### src/rtl/sap_clock_control_if.sv
// ----------------------------------------------------------------------------
// sap_clock_control_if
//   Pushbutton/controller inputs and CPU clock-enable outputs of the SAP-1
//   clock control block.
//   master : the side that drives the buttons, speed select and HLT
//            (debouncers / CPU controller, or a testbench).
//   slave  : the clock control block itself.
//   Signals
//     mode_toggle : one-cycle pulse, flips RUN/STEP
//     step        : one-cycle pulse, one CPU cycle while in STEP
//     speed[1:0]  : rate select, divisor = DIV_MAX / 4**speed
//     hlt         : HLT level from the control word
//     cpu_ce      : registered one-cycle CPU clock enable
//     mode_run    : 1 = RUN, 0 = STEP
//     halted      : sticky halt indicator
//     clk_led     : toggles on every cpu_ce
// ----------------------------------------------------------------------------
interface sap_clock_control_if;
  logic       mode_toggle;
  logic       step;
  logic [1:0] speed;
  logic       hlt;
  logic       cpu_ce;
  logic       mode_run;
  logic       halted;
  logic       clk_led;

  modport master (
    output mode_toggle, step, speed, hlt,
    input  cpu_ce, mode_run, halted, clk_led
  );

  modport slave (
    input  mode_toggle, step, speed, hlt,
    output cpu_ce, mode_run, halted, clk_led
  );
endinterface

### src/rtl/sap_clock_control.sv
// ----------------------------------------------------------------------------
// sap_clock_control
//   Clock-enable generator for the SAP-1 CPU. Selects free-running (RUN) or
//   single-step (STEP) operation, divides clk down to the selected CPU rate
//   and stops the CPU for good once HLT is seen. No derived clock is made:
//   every CPU register advances only on a cpu_ce cycle.
//   Ports
//     clk : board clock, rising edge
//     clr : asynchronous, active-low reset (enters STEP)
//     bus : sap_clock_control_if.slave (buttons, speed, hlt in; ce/status out)
//   Parameters
//     DIV_WIDTH : divider counter width, must hold DIV_MAX-1
//     DIV_MAX   : divisor at speed 0
// ----------------------------------------------------------------------------
module sap_clock_control #(
  parameter int unsigned DIV_WIDTH = 24,
  parameter int unsigned DIV_MAX   = 12_500_000
) (
  input  logic                clk,
  input  logic                clr,
  sap_clock_control_if.slave  bus
);

  typedef enum logic [1:0] {
    ST_STEP   = 2'd0,
    ST_RUN    = 2'd1,
    ST_HALTED = 2'd2
  } state_e;

  state_e               state_q,   state_d;
  logic [DIV_WIDTH-1:0] cnt_q,     cnt_d;
  logic                 cpu_ce_q,  cpu_ce_d;
  logic                 clk_led_q, clk_led_d;

  logic [31:0] limit;
  logic [31:0] cnt_ext;
  logic        terminal;

  // Divider limit: each speed step divides the rate by 4. High speeds can
  // shift the limit down to 0, which is treated as 1 (ce every cycle).
  always_comb begin
    limit = DIV_MAX >> {bus.speed, 1'b0};
    if (limit == 32'd0) begin
      limit = 32'd1;
    end
  end

  assign cnt_ext  = 32'(cnt_q);
  // '>=' rather than '==' so that switching to a faster speed while cnt is
  // already past the new limit wraps on the next cycle instead of running
  // all the way round the counter.
  assign terminal = (cnt_ext >= (limit - 32'd1));

  // NOTE: every variable gets a default before the case so that no path
  // leaves it unassigned; otherwise synthesis infers a latch.
  always_comb begin
    state_d  = state_q;
    cnt_d    = cnt_q;
    cpu_ce_d = 1'b0;

    unique case (state_q)
      ST_STEP: begin
        cnt_d = '0;
        if (bus.hlt) begin
          state_d = ST_HALTED;
        end else if (bus.mode_toggle) begin
          state_d = ST_RUN;
        end else if (bus.step) begin
          cpu_ce_d = 1'b1;
        end
      end

      ST_RUN: begin
        if (bus.hlt) begin
          state_d = ST_HALTED;
          cnt_d   = '0;
        end else if (bus.mode_toggle) begin
          state_d = ST_STEP;
          cnt_d   = '0;
        end else if (terminal) begin
          cnt_d    = '0;
          cpu_ce_d = 1'b1;
        end else begin
          cnt_d = cnt_q + DIV_WIDTH'(1);
        end
      end

      ST_HALTED: begin
        // Only clr leaves this state; all inputs are ignored.
      end

      default: begin
        state_d = ST_STEP;
        cnt_d   = '0;
      end
    endcase

    clk_led_d = clk_led_q ^ cpu_ce_d;
  end

  // NOTE: sequential state is updated with non-blocking assignments so every
  // flop samples the values from before this edge.
  always_ff @(posedge clk or negedge clr) begin
    if (!clr) begin
      state_q   <= ST_STEP;
      cnt_q     <= '0;
      cpu_ce_q  <= 1'b0;
      clk_led_q <= 1'b0;
    end else begin
      state_q   <= state_d;
      cnt_q     <= cnt_d;
      cpu_ce_q  <= cpu_ce_d;
      clk_led_q <= clk_led_d;
    end
  end

  assign bus.cpu_ce   = cpu_ce_q;
  assign bus.clk_led  = clk_led_q;
  assign bus.mode_run = (state_q == ST_RUN);
  assign bus.halted   = (state_q == ST_HALTED);

endmodule

### src/flat_wrapper.sv
// flat-port wrapper written by rule: the top's interface ports become plain ports
module sap_clock_control_flat 
#(
  parameter int unsigned DIV_WIDTH = 24,
  parameter int unsigned DIV_MAX   = 12_500_000
)
  (clk, clr, bus_mode_toggle, bus_step, bus_speed, bus_hlt, bus_cpu_ce, bus_mode_run, bus_halted, bus_clk_led);
  sap_clock_control_if bus_i ();
  input  logic clk;
  input  logic clr;
  input wire logic [$bits(bus_i.mode_toggle)-1:0] bus_mode_toggle;
  input wire logic [$bits(bus_i.step)-1:0] bus_step;
  input wire logic [$bits(bus_i.speed)-1:0] bus_speed;
  input wire logic [$bits(bus_i.hlt)-1:0] bus_hlt;
  output wire logic [$bits(bus_i.cpu_ce)-1:0] bus_cpu_ce;
  output wire logic [$bits(bus_i.mode_run)-1:0] bus_mode_run;
  output wire logic [$bits(bus_i.halted)-1:0] bus_halted;
  output wire logic [$bits(bus_i.clk_led)-1:0] bus_clk_led;
  assign bus_i.mode_toggle = bus_mode_toggle;
  assign bus_i.step = bus_step;
  assign bus_i.speed = bus_speed;
  assign bus_i.hlt = bus_hlt;
  assign bus_cpu_ce = bus_i.cpu_ce;
  assign bus_mode_run = bus_i.mode_run;
  assign bus_halted = bus_i.halted;
  assign bus_clk_led = bus_i.clk_led;
  sap_clock_control #(.DIV_WIDTH(DIV_WIDTH), .DIV_MAX(DIV_MAX)) u_core (.clk(clk), .clr(clr), .bus(bus_i));
endmodule
### config.mk
export PLATFORM = sky130hd
export DESIGN_NAME = sap_clock_control_flat
export DESIGN_NICKNAME = d
export VERILOG_FILES = /design/src/rtl/sap_clock_control_if.sv /design/src/rtl/sap_clock_control.sv /design/src/flat_wrapper.sv
export SDC_FILE = /design/constraint.sdc
export NUM_CORES = 1
export LEC_CHECK = 0
export BUFFER_PORTS_ARGS = -buffer_cell sky130_fd_sc_hd__buf_2
export CELL_PAD_IN_SITES_DETAIL_PLACEMENT = 1
export CELL_PAD_IN_SITES_GLOBAL_PLACEMENT = 1
export CORE_MARGIN = 3
export CORE_UTILIZATION = 46
export DETAILED_ROUTE_END_ITERATION = 8
export PLACE_DENSITY = 0.8
export SETUP_SLACK_MARGIN = 0.02
export SKIP_CTS_REPAIR_TIMING = 1
export SLEW_MARGIN = 25
export SYNTH_ARGS = -nofsm -noshare
export SYNTH_HDL_FRONTEND = slang
export SYNTH_SLANG_ARGS = --single-unit
### constraint.sdc
create_clock -name clk -period 2.9 [get_ports clk]
set_clock_uncertainty 0.1 [all_clocks]
set_input_delay 0.435 -clock clk [delete_from_list [all_inputs] [get_ports clk]]
set_output_delay 0.435 -clock clk [all_outputs]
set_load 0.1 [all_outputs]
Yosys cells after proc, flatten, opt, wreduce, memory -nomap -nowiden:

Cells that the tools add are included.

* bitwise gates (word level): 2
* eq/ne operators: 4
* $lt $le $gt $ge: 1
* reduce and logical (&&, ||, !) cells: 3
* add/subtract/negate cells: 2
* multiplexer cells: 17
* shift-type cells: 1

Operators by type and width (count)
* two-way mux 24 bit: 3
* case mux 24 bit (2 select lines): 1
* >= comparator 24 x 32 -> 1 bit: 1
* logical NOT 32 bit: 1
* two-way mux 32 bit: 1
* right shift 24 x 3 -> 32 bit, first input constant: 1
* subtractor 32 x 1 -> 32 bit, second input constant: 1
* adder 24 x 1 -> 24 bit, second input constant: 1
* two-way mux 2 bit: 4
* two-way mux 1 bit: 6
* inequality test 3 bit, second input constant: 2
* case mux 2 bit (3 select lines): 1
* AND reduction 3 bit: 1
* equality test 2 x 1 -> 1 bit, second input constant: 1
* equality test 2 bit, second input constant: 1
* logical NOT 2 bit: 1
* case mux 1 bit (2 select lines): 1
* NOT 1 bit: 1
* bitwise XOR 1 bit: 1

* input bits: 7
* logic and storage cells: 34
* output and inout bits: 4
* bits in registers: 28

Logic depth before layout (Yosys ltp):

* depth after elaboration: 10
* mapped depth: 12
* mapped depth without buffers: 10

Worst setup path before layout:

Ideal clock, no wire load.

* path kind: in2reg
* start: input bus_speed[1]
* end: register u_core.cnt_q[17]
* setup time: 0.130 ns
* arrival time: 2.306 ns
* stages on the path: 12
* path slack: 0.364 ns
* buffers on the path: 2
* data required time: 2.670 ns
* cell sequence: inv_1 > ha_1 > inv_1 > ha_1 > nand4_1 > a211oi_2 > nand4_1 > o211a_1 > buf_6 > buf_2 > a41oi_1 > o31ai_1

* word-level cells in the longest chain between the ends: 9

Ends and longest elaborated chain
* start: declaration: RTL line flat_wrapper.sv:13 `input wire logic [$bits(bus_i.speed)-1:0] bus_speed;`
* right shift 24 x 3 -> 32 bit (*): RTL line sap_clock_control.sv:42 `limit = DIV_MAX >> {bus.speed, 1'b0};`
* logical NOT 32 bit: RTL line sap_clock_control.sv:43 `if (limit == 32'd0) begin`
* two-way mux 32 bit (*): RTL line sap_clock_control.sv:43
* subtractor 32 x 1 -> 32 bit (*): RTL line sap_clock_control.sv:52 `assign terminal = (cnt_ext >= (limit - 32'd1));`
* >= comparator 24 x 32 -> 1 bit (*): RTL line sap_clock_control.sv:52
* two-way mux 24 bit (*): RTL line sap_clock_control.sv:80 `end else if (terminal) begin`
* two-way mux 24 bit (*): RTL line sap_clock_control.sv:77 `end else if (bus.mode_toggle) begin`
* two-way mux 24 bit (*): RTL line sap_clock_control.sv:74 `if (bus.hlt) begin`
* case mux 24 bit (2 select lines) (*): RTL line sap_clock_control.sv:61 `unique case (state_q)`
* end signal: assignment: RTL line sap_clock_control.sv:111 `cnt_q <= cnt_d;`
* end: declaration: RTL line sap_clock_control.sv:31 `logic [DIV_WIDTH-1:0] cnt_q, cnt_d;`

Mark *: on every way between the ends. The rest lies on a longest branch, timed or not.
A chain may end at the register's enable or synchronous reset.

Worst setup path in the final report:

* start: input bus_speed[0]
* end: register u_core.cnt_q[8]

The elaborated chain is that of the path after synthesis.

==> impl_metrics.env <==
export IMPL_status="completed"
export IMPL_regArea_um2=701
export IMPL_yosysSeqAreaShare_pct=33.8
export IMPL_ys_types=45
export IMPL_combPwrFrac_pct=31.5
export IMPL_syn_avg_cell_area_um2=9.02
export IMPL_peakVddDrop_uv=533
export IMPL_max_slew_worst_pin_slew_ns=0.667
export IMPL_clkSinkCount=28
export IMPL_dieHeight_um=73.2
export IMPL_ys_flop_type="dfrtp_1"
export IMPL_worstSetupPathType="in -> reg"
export IMPL_worstHoldPathType="in -> async"
export IMPL_num_io_pins=11
export IMPL_vias=1842
export IMPL_overflow=0
export IMPL_fin_crit_sh_pct=90.4
export IMPL_synthArstFlopShare_pct=100
export IMPL_fin_tns_setup_ns=0
export IMPL_syn_inst=230
export IMPL_fillers=499
export IMPL_tritoncts="done"
export IMPL_r2r_end="u_core.cnt_q[8]"
export IMPL_grt_pass1_wl_um=9430
export IMPL_cts_inserted_buffers=3
export IMPL_antenna_found_initial=0
export IMPL_relSlewSlack_pct=55.5
export IMPL_first_pass_iters=5
export IMPL_p_sw_share_pct=39.8
export IMPL_startpoint="bus_speed[0]"
export IMPL_fin_cells=293
export IMPL_hold_viol=0
export IMPL_clock_power_share_pct=25.4
export IMPL_diodes=0
export IMPL_cts_htree_levels=1
export IMPL_placedCellCount=289
export IMPL_r2r_slack_ns=0.49
export IMPL_power_density_mw_per_mm2=440
export IMPL_whs_ns=0.0744
export IMPL_synth_edf_count=0
export IMPL_fin_area_mm2=0.00225
export IMPL_min_period_ns=2.62
export IMPL_multi_input_area_mm2=0.00126
export IMPL_report_final_slew_viol_count=0
export IMPL_rows=23
export IMPL_numPortBuffers=10
export IMPL_syn_nets=263
export IMPL_clk_pin_slew_ns=0.10
export IMPL_drt_total_wl_um=5390
export IMPL_p_leak_nw=0.958
export IMPL_crit_end="u_core.cnt_q[8]"
export IMPL_drc=0
export IMPL_core_mm2=0.00417
export IMPL_switching_power_uw=393
export IMPL_crit_path_start_kind="input pin"
export IMPL_drtIter0Drc=68
export IMPL_start_util_pct=49.7
export IMPL_arrival_ns=2.68
export IMPL_layout_common_cells="28 x dfrtp_1, 26 x nand2_1, 26 x ha_1"
export IMPL_clock_root_buffer="clkbuf_8"
export IMPL_nNetsFinal=277
export IMPL_mostFrequentLayoutCell="dfrtp_1"
export IMPL_rr_worst_depth=7
export IMPL_grt_pass1_vias=1936
export IMPL_worst_ep_required_time_ns=2.96
export IMPL_postRouteAntennaNets=0
export IMPL_p_int_uw=595
export IMPL_grt_max_degree=29
export IMPL_placed_area_mm2=0.00219
export IMPL_synth_area_mm2=0.00207
export IMPL_vias_per_cell=6.29
export IMPL_maxCapViolations=0
export IMPL_post_route_cells_drive_above_1_share_pct=11.9
export IMPL_setup_viol=0
export IMPL_clockBufferDepth=2
export IMPL_reg2reg_from="u_core.cnt_q[2]"
export IMPL_rsz0062_at_grt="no"
export IMPL_fmax_mhz=381
export IMPL_dp_hpwl_um=4020
export IMPL_path_max_fanout=19
export IMPL_area_growth_syn_to_layout_pct=8.32
export IMPL_die_w_um=73.2
export IMPL_p_seq_share_pct=43.0
export IMPL_gp_congestion=0.735
export IMPL_yosys_warnings=0
export IMPL_clk_latency_ns=0.28
export IMPL_dieArea_mm2=0.00535
export IMPL_wl_per_cell_um=18.4
export IMPL_grtUsageTotal_pct=22.5
export IMPL_worstSetupEndpointType="flop"
export IMPL_yosys_register_bits=28
==> per-layer routing <==
layer	track usage [%]	share of wire, %	vias up
met5	0	0	-
met4	8.81	1.8	0
met3	3.17	2.4	8
met2	35.6	47	24
met1	30.8	48	914
li1	-	-	896
==> worst max-delay path, stage by stage <==
cell and delay, ns:
buf_2 0.10, inv_1 0.07, ha_1 0.36, ha_1 0.32, a41o_1 0.24, a21oi_1 0.13, o221a_1 0.22, o211a_1 0.23
nand2_4 0.16, o311ai_0 0.41
==> cell families after synthesis <==
kind of cell             share of synthesized area [%]
AND/OR/NAND/NOR                                   23.3
AO/OA/AOI/OAI                                     19.7
flip-flops                                        33.8
adder cells (fa/ha/maj)                           15.7
buffers and inverters                             5.55
XOR/XNOR                                          1.69
other                                            0.362
==> power groups by stage <==
stage,Combinational [mW],Clock (mW),Sequential [mW]
floorplan,0.175,0,0.490
CTS,0.315,0.256,0.426
finish,0.312,0.251,0.426
detailed placement,0.314,0,0.433
global route,0.338,0.276,0.430
global placement,0.307,0,0.433
==> area by class of cell <==
class | count | area share [%]
Tap cell | 50 | 2.78
Clock buffer | 4 | 2.45
Sequential cell | 28 | 31.2
Timing Repair Buffer | 18 | 4.90
Inverter | 16 | 2.67
Multi-Input combinational cell | 177 | 56.0
==> how the worst min path moves through the flow <==
stage,start,endpoint,cells past startpoint
final,clr,u_core.cnt_q[1],1
after global routing,clr,u_core.cnt_q[1],1
after CTS,clr,u_core.cnt_q[3],1
after detailed placement,u_core.bus.clk_led,u_core.bus.clk_led,1
after global placement,u_core.bus.clk_led,u_core.bus.clk_led,1
after floorplan,clr,u_core.bus.clk_led,0
==> Yosys cell counts, types with 3 or more instances <==
library cell / n / area [µm²]
buf_2: 5 / 25.0
and4_1: 3 / 26.3
o311ai_0: 5 / 43.8
nand2_1: 26 / 97.6
nand3_1: 12 / 60.1
a21oi_1: 9 / 45.0
a41oi_1: 4 / 35.0
nor3_1: 4 / 20.0
o22ai_1: 7 / 43.8
a31oi_1: 10 / 62.6
or3_1: 4 / 25.0
inv_1: 16 / 60.1
nor2_1: 6 / 22.5
o21ai_0: 7 / 35.0
dfrtp_1: 28 / 701
nand4_1: 20 / 125
ha_1: 26 / 325
o31ai_1: 3 / 22.5
and2_1: 3 / 18.8
==> through the flow <==
stage,utilization (%),worst slack (ns),total power [mW]
2_1_floorplan,-,0.364,0.665
3_3_place_gp,52.5,0.0402,0.740
3_5_place_dp,52.5,-0.0760,0.747
4_1_cts,53.9,0.213,0.996
5_1_grt,53.9,0.104,1.04
6_report,53.9,0.278,0.989
==> state kept, by name, summed over array words and instances (netlist names) <==
name,flops
u_core.state_q,2
u_core.bus.cpu_ce,1
u_core.cnt_q,24
u_core.bus.clk_led,1
No activity file was read; power rests on OpenSTA's default activity.
